File: config.mk
export PLATFORM = sky130hd
export DESIGN_NAME = mem_port_arbiter
export DESIGN_NICKNAME = d
export VERILOG_FILES = /design/src/rtl/mem_port_arbiter.sv
export SDC_FILE = /design/constraint.sdc
export NUM_CORES = 1
export LEC_CHECK = 0
export CAP_MARGIN = 20
export CORE_UTILIZATION = 41
export DETAILED_ROUTE_END_ITERATION = 7
export GPL_ROUTABILITY_DRIVEN = 0
export PLACE_DENSITY = 0.9
export SLEW_MARGIN = 40
export SYNTH_ARGS = -nofsm -noshare
export SYNTH_HDL_FRONTEND = slang
export SYNTH_SLANG_ARGS = --single-unit
export TNS_END_PERCENT = 30
File: constraint.sdc
create_clock -name clk -period 2.2 [get_ports clk]
set_clock_uncertainty 0.2 [all_clocks]
set_input_delay 0.22 -clock clk [delete_from_list [all_inputs] [get_ports clk]]
set_output_delay 0.22 -clock clk [all_outputs]
set_load 0.01 [all_outputs]
File: src/rtl/mem_port_arbiter.sv
// mem_port_arbiter: shares one single-port memory between fetch (IF) and data (D) requesters.
// Optional build macro ARB_TIMEOUT_EN adds a BUSY-state watchdog that aborts a stuck access.
module mem_port_arbiter #(
    parameter int AW       = 32,
    parameter int DW       = 32,
    parameter int D_STARVE = 4,
    parameter int TIMEOUT  = 64
) (
    input  logic          clk,
    input  logic          reset,
    input  logic          if_req,
    input  logic [AW-1:0] if_addr,
    output logic [DW-1:0] if_rdata,
    output logic          if_done,
    input  logic          d_req,
    input  logic          d_we,
    input  logic [AW-1:0] d_addr,
    input  logic [DW-1:0] d_wdata,
    output logic [DW-1:0] d_rdata,
    output logic          d_done,
    output logic          stall_F,
    output logic          stall_M,
    output logic          mem_req,
    output logic          mem_we,
    output logic [AW-1:0] mem_addr,
    output logic [DW-1:0] mem_wdata,
    input  logic [DW-1:0] mem_rdata,
    input  logic          mem_ready,
    output logic          busy,
    output logic          timeout_err
);
    localparam int SW = $clog2(D_STARVE + 1);

    typedef enum logic [1:0] {IDLE, I_BUSY, D_BUSY, RESP} state_t;

    state_t        state_q, state_d;
    logic          mem_req_q, mem_req_d;
    logic          mem_we_q, mem_we_d;
    logic [AW-1:0] mem_addr_q, mem_addr_d;
    logic [DW-1:0] mem_wdata_q, mem_wdata_d;
    logic [DW-1:0] if_rdata_q, if_rdata_d;
    logic [DW-1:0] d_rdata_q, d_rdata_d;
    logic          if_done_q, if_done_d;
    logic          d_done_q, d_done_d;
    logic [SW-1:0] starve_q, starve_d;
    logic          grant_i, grant_d, abort, complete;
    logic [DW-1:0] resp_data;

    // IF wins a contended grant only once D has taken D_STARVE grants in a row
    assign grant_i  = if_req && (!d_req || starve_q == SW'(D_STARVE));
    assign grant_d  = d_req && !grant_i;
    assign complete = mem_ready || abort;
    assign resp_data = abort ? '1 : (state_q == D_BUSY && mem_we_q) ? '0 : mem_rdata;

`ifdef ARB_TIMEOUT_EN
    logic [15:0] tcnt_q, tcnt_d;
    logic        terr_q, terr_d;

    // mem_ready on the final allowed cycle still completes normally
    assign abort       = !mem_ready && tcnt_q == 16'(TIMEOUT - 1);
    assign timeout_err = terr_q;

    // watchdog: counts BUSY cycles, cleared on each grant, sticky error on abort
    always_comb begin
        tcnt_d = tcnt_q;
        terr_d = terr_q;
        if (state_q == IDLE && (grant_i || grant_d))
            tcnt_d = '0;
        else if (state_q == I_BUSY || state_q == D_BUSY)
            tcnt_d = tcnt_q + 16'd1;
        if ((state_q == I_BUSY || state_q == D_BUSY) && abort)
            terr_d = 1'b1;
    end

    // watchdog registers
    always_ff @(posedge clk) begin
        if (!reset) begin
            tcnt_q <= '0;
            terr_q <= 1'b0;
        end else begin
            tcnt_q <= tcnt_d;
            terr_q <= terr_d;
        end
    end
`else
    assign abort = 1'b0;
    // without the watchdog TIMEOUT has no effect; any legal (>=1) value gives 0
    assign timeout_err = (TIMEOUT < 1);
`endif

    // next-state: grant in IDLE, wait for memory in BUSY, one-cycle response in RESP
    always_comb begin
        state_d     = state_q;
        mem_req_d   = mem_req_q;
        mem_we_d    = mem_we_q;
        mem_addr_d  = mem_addr_q;
        mem_wdata_d = mem_wdata_q;
        if_rdata_d  = if_rdata_q;
        d_rdata_d   = d_rdata_q;
        if_done_d   = if_done_q;
        d_done_d    = d_done_q;
        starve_d    = starve_q;
        case (state_q)
            IDLE: begin
                if (grant_i || grant_d) begin
                    state_d     = grant_i ? I_BUSY : D_BUSY;
                    mem_req_d   = 1'b1;
                    mem_we_d    = grant_d && d_we;
                    mem_addr_d  = grant_i ? if_addr : d_addr;
                    mem_wdata_d = grant_i ? '0 : d_wdata;
                    // a D grant with IF waiting implies starve_q < D_STARVE, so no overflow
                    starve_d    = (grant_i || !if_req) ? '0 : starve_q + 1'b1;
                end
            end
            I_BUSY, D_BUSY: begin
                if (complete) begin
                    state_d   = RESP;
                    mem_req_d = 1'b0;
                    if (state_q == I_BUSY) begin
                        if_done_d  = 1'b1;
                        if_rdata_d = resp_data;
                    end else begin
                        d_done_d  = 1'b1;
                        d_rdata_d = resp_data;
                    end
                end
            end
            default: begin
                state_d    = IDLE;
                if_done_d  = 1'b0;
                d_done_d   = 1'b0;
                if_rdata_d = '0;
                d_rdata_d  = '0;
            end
        endcase
    end

    // state and registered outputs
    always_ff @(posedge clk) begin
        if (!reset) begin
            state_q     <= IDLE;
            mem_req_q   <= 1'b0;
            mem_we_q    <= 1'b0;
            mem_addr_q  <= '0;
            mem_wdata_q <= '0;
            if_rdata_q  <= '0;
            d_rdata_q   <= '0;
            if_done_q   <= 1'b0;
            d_done_q    <= 1'b0;
            starve_q    <= '0;
        end else begin
            state_q     <= state_d;
            mem_req_q   <= mem_req_d;
            mem_we_q    <= mem_we_d;
            mem_addr_q  <= mem_addr_d;
            mem_wdata_q <= mem_wdata_d;
            if_rdata_q  <= if_rdata_d;
            d_rdata_q   <= d_rdata_d;
            if_done_q   <= if_done_d;
            d_done_q    <= d_done_d;
            starve_q    <= starve_d;
        end
    end

    assign mem_req   = mem_req_q;
    assign mem_we    = mem_we_q;
    assign mem_addr  = mem_addr_q;
    assign mem_wdata = mem_wdata_q;
    assign if_rdata  = if_rdata_q;
    assign d_rdata   = d_rdata_q;
    assign if_done   = if_done_q;
    assign d_done    = d_done_q;
    assign busy      = state_q != IDLE;
    assign stall_F   = if_req & ~if_done_q;
    assign stall_M   = d_req & ~d_done_q;
endmodule

# == Yosys cells after proc, flatten, opt, wreduce, memory -nomap -nowiden ==
# Index checks and enable logic that the tools add are counted.
# classes
add_sub_neg,1
n_mul,0
div_mod_pow,0
n_lt_le_gt_ge,0
n_eq_ne,7
shift,0
muxes,23
bitwise,5
reduce_logical,19
# ops
cell,n
32-bit two-way mux,7
32-bit case mux with 2 select lines,2
3-bit AND reduction,3
2-bit inequality test (second input constant),4
1-bit two-way mux,6
2-bit two-way mux,3
1-bit case mux with 2 select lines,3
1-bit logical AND,4
2-bit case mux with 2 select lines,1
2-bit AND reduction,2
2-bit nonzero test,2
3-bit by 1-bit adder with 3-bit output (second input constant),1
3-bit == test (second input constant),1
1-bit zero test,3
1-bit logical OR,3
3-bit two-way mux,1
1-bit inverter,3
1-bit AND,2
2-bit by 1-bit == test with 1-bit output (second input constant),1
2-bit == test (second input constant),1
2-bit zero test,1
2-bit OR reduction,1
# word_totals
reg_bits,137
latch_bits,0
mem_bits_rw,0
romBits,0
input_bits,134
out_inout_bits,136
wordCells,65
mem_count,0

# == Logic depth before layout (Yosys ltp) ==
# depth
word_depth,8
depth_mapped,9
depth_no_buf,6

# == Worst setup path after synthesis ==
# No wires, ideal clock.
# synth_timing
kind,register -> register
from,register state_q[0]
to,register d_rdata_q[10] (netlist: d_rdata[10])
setup_time_ps,122
t_arrival_ps,1687
t_required_ps,1878
path_slack_ps,191
path_stages_with_launch,9
n_path_buf,2
period_less_slack_ps,2009
cell_sequence,dfxtp_1 -> inv_1 -> ha_1 -> and2b_4 -> or3_1 -> buf_2 -> buf_2 -> nand2_1 -> a21boi_0
# synth_between
elab_chain_len,6
word_cells_on_any_way,13
classes_between,eq/ne: 4; mux: 4; bitwise: 1; reduce/logical: 4
# synth_lines
item,line,rtl
start: declaration,36,"state_t state_q, state_d;"
start signal: assignment,152,state_q <= state_d;
2-bit == test,"53, 103",
1-bit logical AND,53,assign resp_data = abort ? '1 : (state_q == D_BUSY && mem_we_q) ? '0 : mem_rdata;
32-bit two-way mux,53,
32-bit two-way mux,119,if (state_q == I_BUSY) begin
32-bit two-way mux,116,if (complete) begin
32-bit case mux with 2 select lines,103,case (state_q)
end signal: assignment,158,d_rdata_q <= d_rdata_d;
end: declaration,42,"logic [DW-1:0] d_rdata_q, d_rdata_d;"
# Parallel ways exist; a longest one is shown, timed or not. The select of a mux whose other input is x is not followed.
# A chain may end at the register's enable or synchronous reset.

# == Final worst setup path ==
# layout_timing
from,register state_q[1]
to,register if_rdata_q[4] (netlist: if_rdata[4])
# layout_between
elab_chain_len,6
word_cells_on_any_way,13
classes_between,eq/ne: 4; mux: 4; bitwise: 1; reduce/logical: 4
# layout_lines
item,line,rtl
2-bit == test,"53, 103",
1-bit logical AND,53,
32-bit two-way mux,53,
32-bit two-way mux,119,
32-bit two-way mux,116,
32-bit case mux with 2 select lines,103,
end signal: assignment,157,if_rdata_q <= if_rdata_d;
end: declaration,41,"logic [DW-1:0] if_rdata_q, if_rdata_d;"
# Parallel ways exist; a longest one is shown, timed or not. The select of a mux whose other input is x is not followed.

==> run summary <==
largest net degree at the start of global routing: 65
PwrDens: 1157 nW/um^2
CORE AREA: 13350 um^2
clock tree buffer depth: 2
total wire length: 16890 um
Logic pwr share: 41.5%
multi-input logic area: 2600 um^2
post-synthesis instance total: 636
gr ovfl total: 0
critical path data required time: 2300 ps
Layout Area Growth over Synthesis: 61.58%
max-slew violations: 0
cell at the slowest stage of the critical path: dfxtp_1
CTS Buf Count: 17
Die W: 119.4 um
Via Count: 5531
synthesized area per cell: 8.890 um^2
CTS Root Buffer Type: clkbuf_16
Seq/Total Area, Yosys: 48.51%
I/O pin count: 270
# fillers: 1072
htree depth: 4
Total GRT Usage: 23.61%
ANT nets after route: 0
Pre-Repair DR Iteration Count: 5
Flop pwr share: 32.4%
Clock Latency Late Sink: 400 ps
Max-Cap Viols: 0
leak pwr: 3.455 nW
vias per cell: 5.150
Synth Register Bits: 137
Reg2Reg Setup Slack: 70 ps
wire length per cell: 15.73 um
Hold Crit Class: in2reg
number of global-route vias before repair: 5334
Hold Path Origin: reset
PortBufs: 268
part of the cycle the worst path needs: 96.63%
Worst setup EP type: flip-flop
share of cells above drive strength 1: 6.682%
Sw Share: 34.16%
clock-pin transition on the worst setup and hold timing paths: 60 ps
Post-DP HPWL: 11700 um
CTS tree: done
fmax: 470.4 MHz
Mapped Area: 5654 um^2
reg2reg start: state_q[1]
worst hold path depth: 2
Worst path max stage delay: 410 ps
kind of critical path: reg2reg
clock share of power: 26.1%
unrepaired setup endpoints after global routing: no
worst path cell trace: inv_1 > ha_2 > buf_4 > a21boi_4 > buf_12 > nand3_1 > a21boi_0
Hold Path Sink: d_rdata[13]
Non-Filler Instances: 1074
Clock Sinks: 137
internal power: 6.962 mW
min Tclk post-route: 2126 ps
CP Launch Point: state_q[1]
Final nets: 1026
antenna violations before repair: 0
Critical Path Fanout Max: 32
WP data arrival: 2220 ps
Syn. warnings: 0
number of instances in the placed design: 1041
reg2reg path depth: 7
detailed router's first-iteration violation count: 421
syn_nets: 777
Worst setup SP type: flip-flop
antenna cells: 0
Vert. Die Dim: 119.4 um
Final Hold Fails: 0
Initial Util: 42.36%
setup tns final: 0 ps
Post-route DRC: 0
Worst VDD drop: 0.6198 mV
Final setup viols: 0
Yosys cell types: 31
switching power: 3.612 mW
first-pass GRT wire length: 26360 um
Site Rows: 42
status: finished, final reports clean
area taken by flip-flops and latches: 2743 um^2
RR Endpoint: if_rdata[4]
full die area: 14260 um^2
registers in the layout, indices dropped and copies added (netlist names):
register	cells
d_done	1
d_rdata	32
if_done	1
if_rdata	32
mem_addr	32
mem_req	1
mem_wdata	32
mem_we	1
starve_q	3
state_q	2
worst max-delay path, delay by kind of cell, from the launching register on:
family	cells	cell delay, ps
buffers and inverters	3	450
flip-flops	1	410
AO/OA/AOI/OAI	2	510
AND/OR/NAND/NOR	1	90
adder cells (fa/ha/maj)	1	340
synth_stat cells (all sizes together):
| library cell | count | area (um^2) |
|---|---|---|
| inv | 5 | 18.77 |
| o21ai | 35 | 178.9 |
| nor3 | 2 | 20.02 |
| xor2 | 1 | 8.760 |
| nand2b | 2 | 12.51 |
| conb | 1 | 3.750 |
| and2b | 1 | 10.01 |
| nand4 | 1 | 6.260 |
| nand2 | 106 | 397.9 |
| a32o | 2 | 20.02 |
| a21o | 2 | 15.01 |
| dfxtp | 137 | 2743 |
| mux2i | 32 | 320.3 |
| a21oi | 36 | 180.2 |
| ha | 7 | 87.58 |
| nor2b | 2 | 12.51 |
| nand3 | 96 | 480.5 |
| a21boi | 101 | 762.0 |
| or3 | 2 | 12.51 |
| clkbuf | 23 | 86.33 |
| buf | 37 | 247.7 |
| o21bai | 1 | 7.510 |
| o21a | 1 | 7.510 |
| nor2 | 2 | 7.510 |
| nor3b | 1 | 7.510 |
worst max path at each step:
stage                   to  slack, ps  cells past startpoint
6_report       if_rdata[4]         70                      7
5_1_grt        if_rdata[4]          8                      7
4_1_cts               busy         70                      4
3_5_place_dp   if_rdata[4]         90                      7
3_3_place_gp       stall_M        240                      4
2_1_floorplan  d_rdata[10]        190                      8
stage by stage:
step	hold WS (ps)	worst slack [ps]	area [um^2]	total power, mW	util, %
6_report	92.91	74.09	9136	10.57	68.45
5_1_grt	97.42	7.888	9136	11.16	68.45
4_1_cts	80.59	66.96	9104	10.53	68.20
3_5_place_dp	242.6	86.79	8529	7.746	63.90
3_3_place_gp	236.2	244.1	8529	7.652	63.90
2_1_floorplan	166.4	190.6	5654	5.525	-
metal layers:
| metal | vias to the layer above | GRT usage, % | part of all wire, % |
|---|---|---|---|
| li1 | 2691 | - | - |
| met1 | 2591 | 27.07 | 40 |
| met2 | 225 | 41.06 | 51 |
| met3 | 24 | 7.519 | 7.3 |
| met4 | 0 | 8.359 | 2.0 |
| met5 | - | 0 | 0 |
final cells by class:
cell class,instances,area share [%]
Tap cell,176,2.410
Sequential cell,137,30.02
Clock buffer,24,5.273
Multi-Input combinational cell,434,28.46
Inverter,5,0.2054
Timing Repair Buffer,290,32.61
Clock inverter,8,1.027
cells in the final DEF (no fill, tap or decap), types with 3 or more instances in the layout:
cell type and count:
clkdlybuf4s50_1 266, dfxtp_1 137, nand2_1 106, nand3_1 96
a21boi_1 61, a21boi_0 38, a21oi_1 36, o21ai_0 34
mux2i_1 32, clkbuf_16 18, buf_4 12, buf_12 9
ha_1 6, inv_1 5, clkinv_2 5, clkbuf_1 4
clkbuf_8 3
cell families (layout without fill, tap and decap cells):
kind of cell	count (synthesis)	count (layout)	synth area share, %
AOI/OAI and AO/OA	178	178	20.71
xor gates and xnor gates	1	1	0.1549
buffers and inverters	65	327	6.240
other	1	1	0.06632
muxes	32	32	5.665
DFF	137	137	48.51
and+or+nand+nor	215	215	17.11
adders and majority gates	7	7	1.549
power groups by stage:
stage / clock network, mW / registers (mW) / logic (mW)
after floorplan: 0 / 3.72 / 1.80
after global placement: 0 / 3.44 / 4.21
after detailed placement: 0 / 3.47 / 4.27
after CTS: 2.82 / 3.43 / 4.28
after global routing: 2.94 / 3.50 / 4.73
final: 2.76 / 3.43 / 4.39
what timing repair did:
action,4_1_cts,5_1_grt
endpoints found under the setup margin,1,2
gates resized for setup,1,3
hold buffers,0,0
gates cloned,0,1
buffers inserted,0,0
No activity file was read; power rests on OpenSTA's default activity.
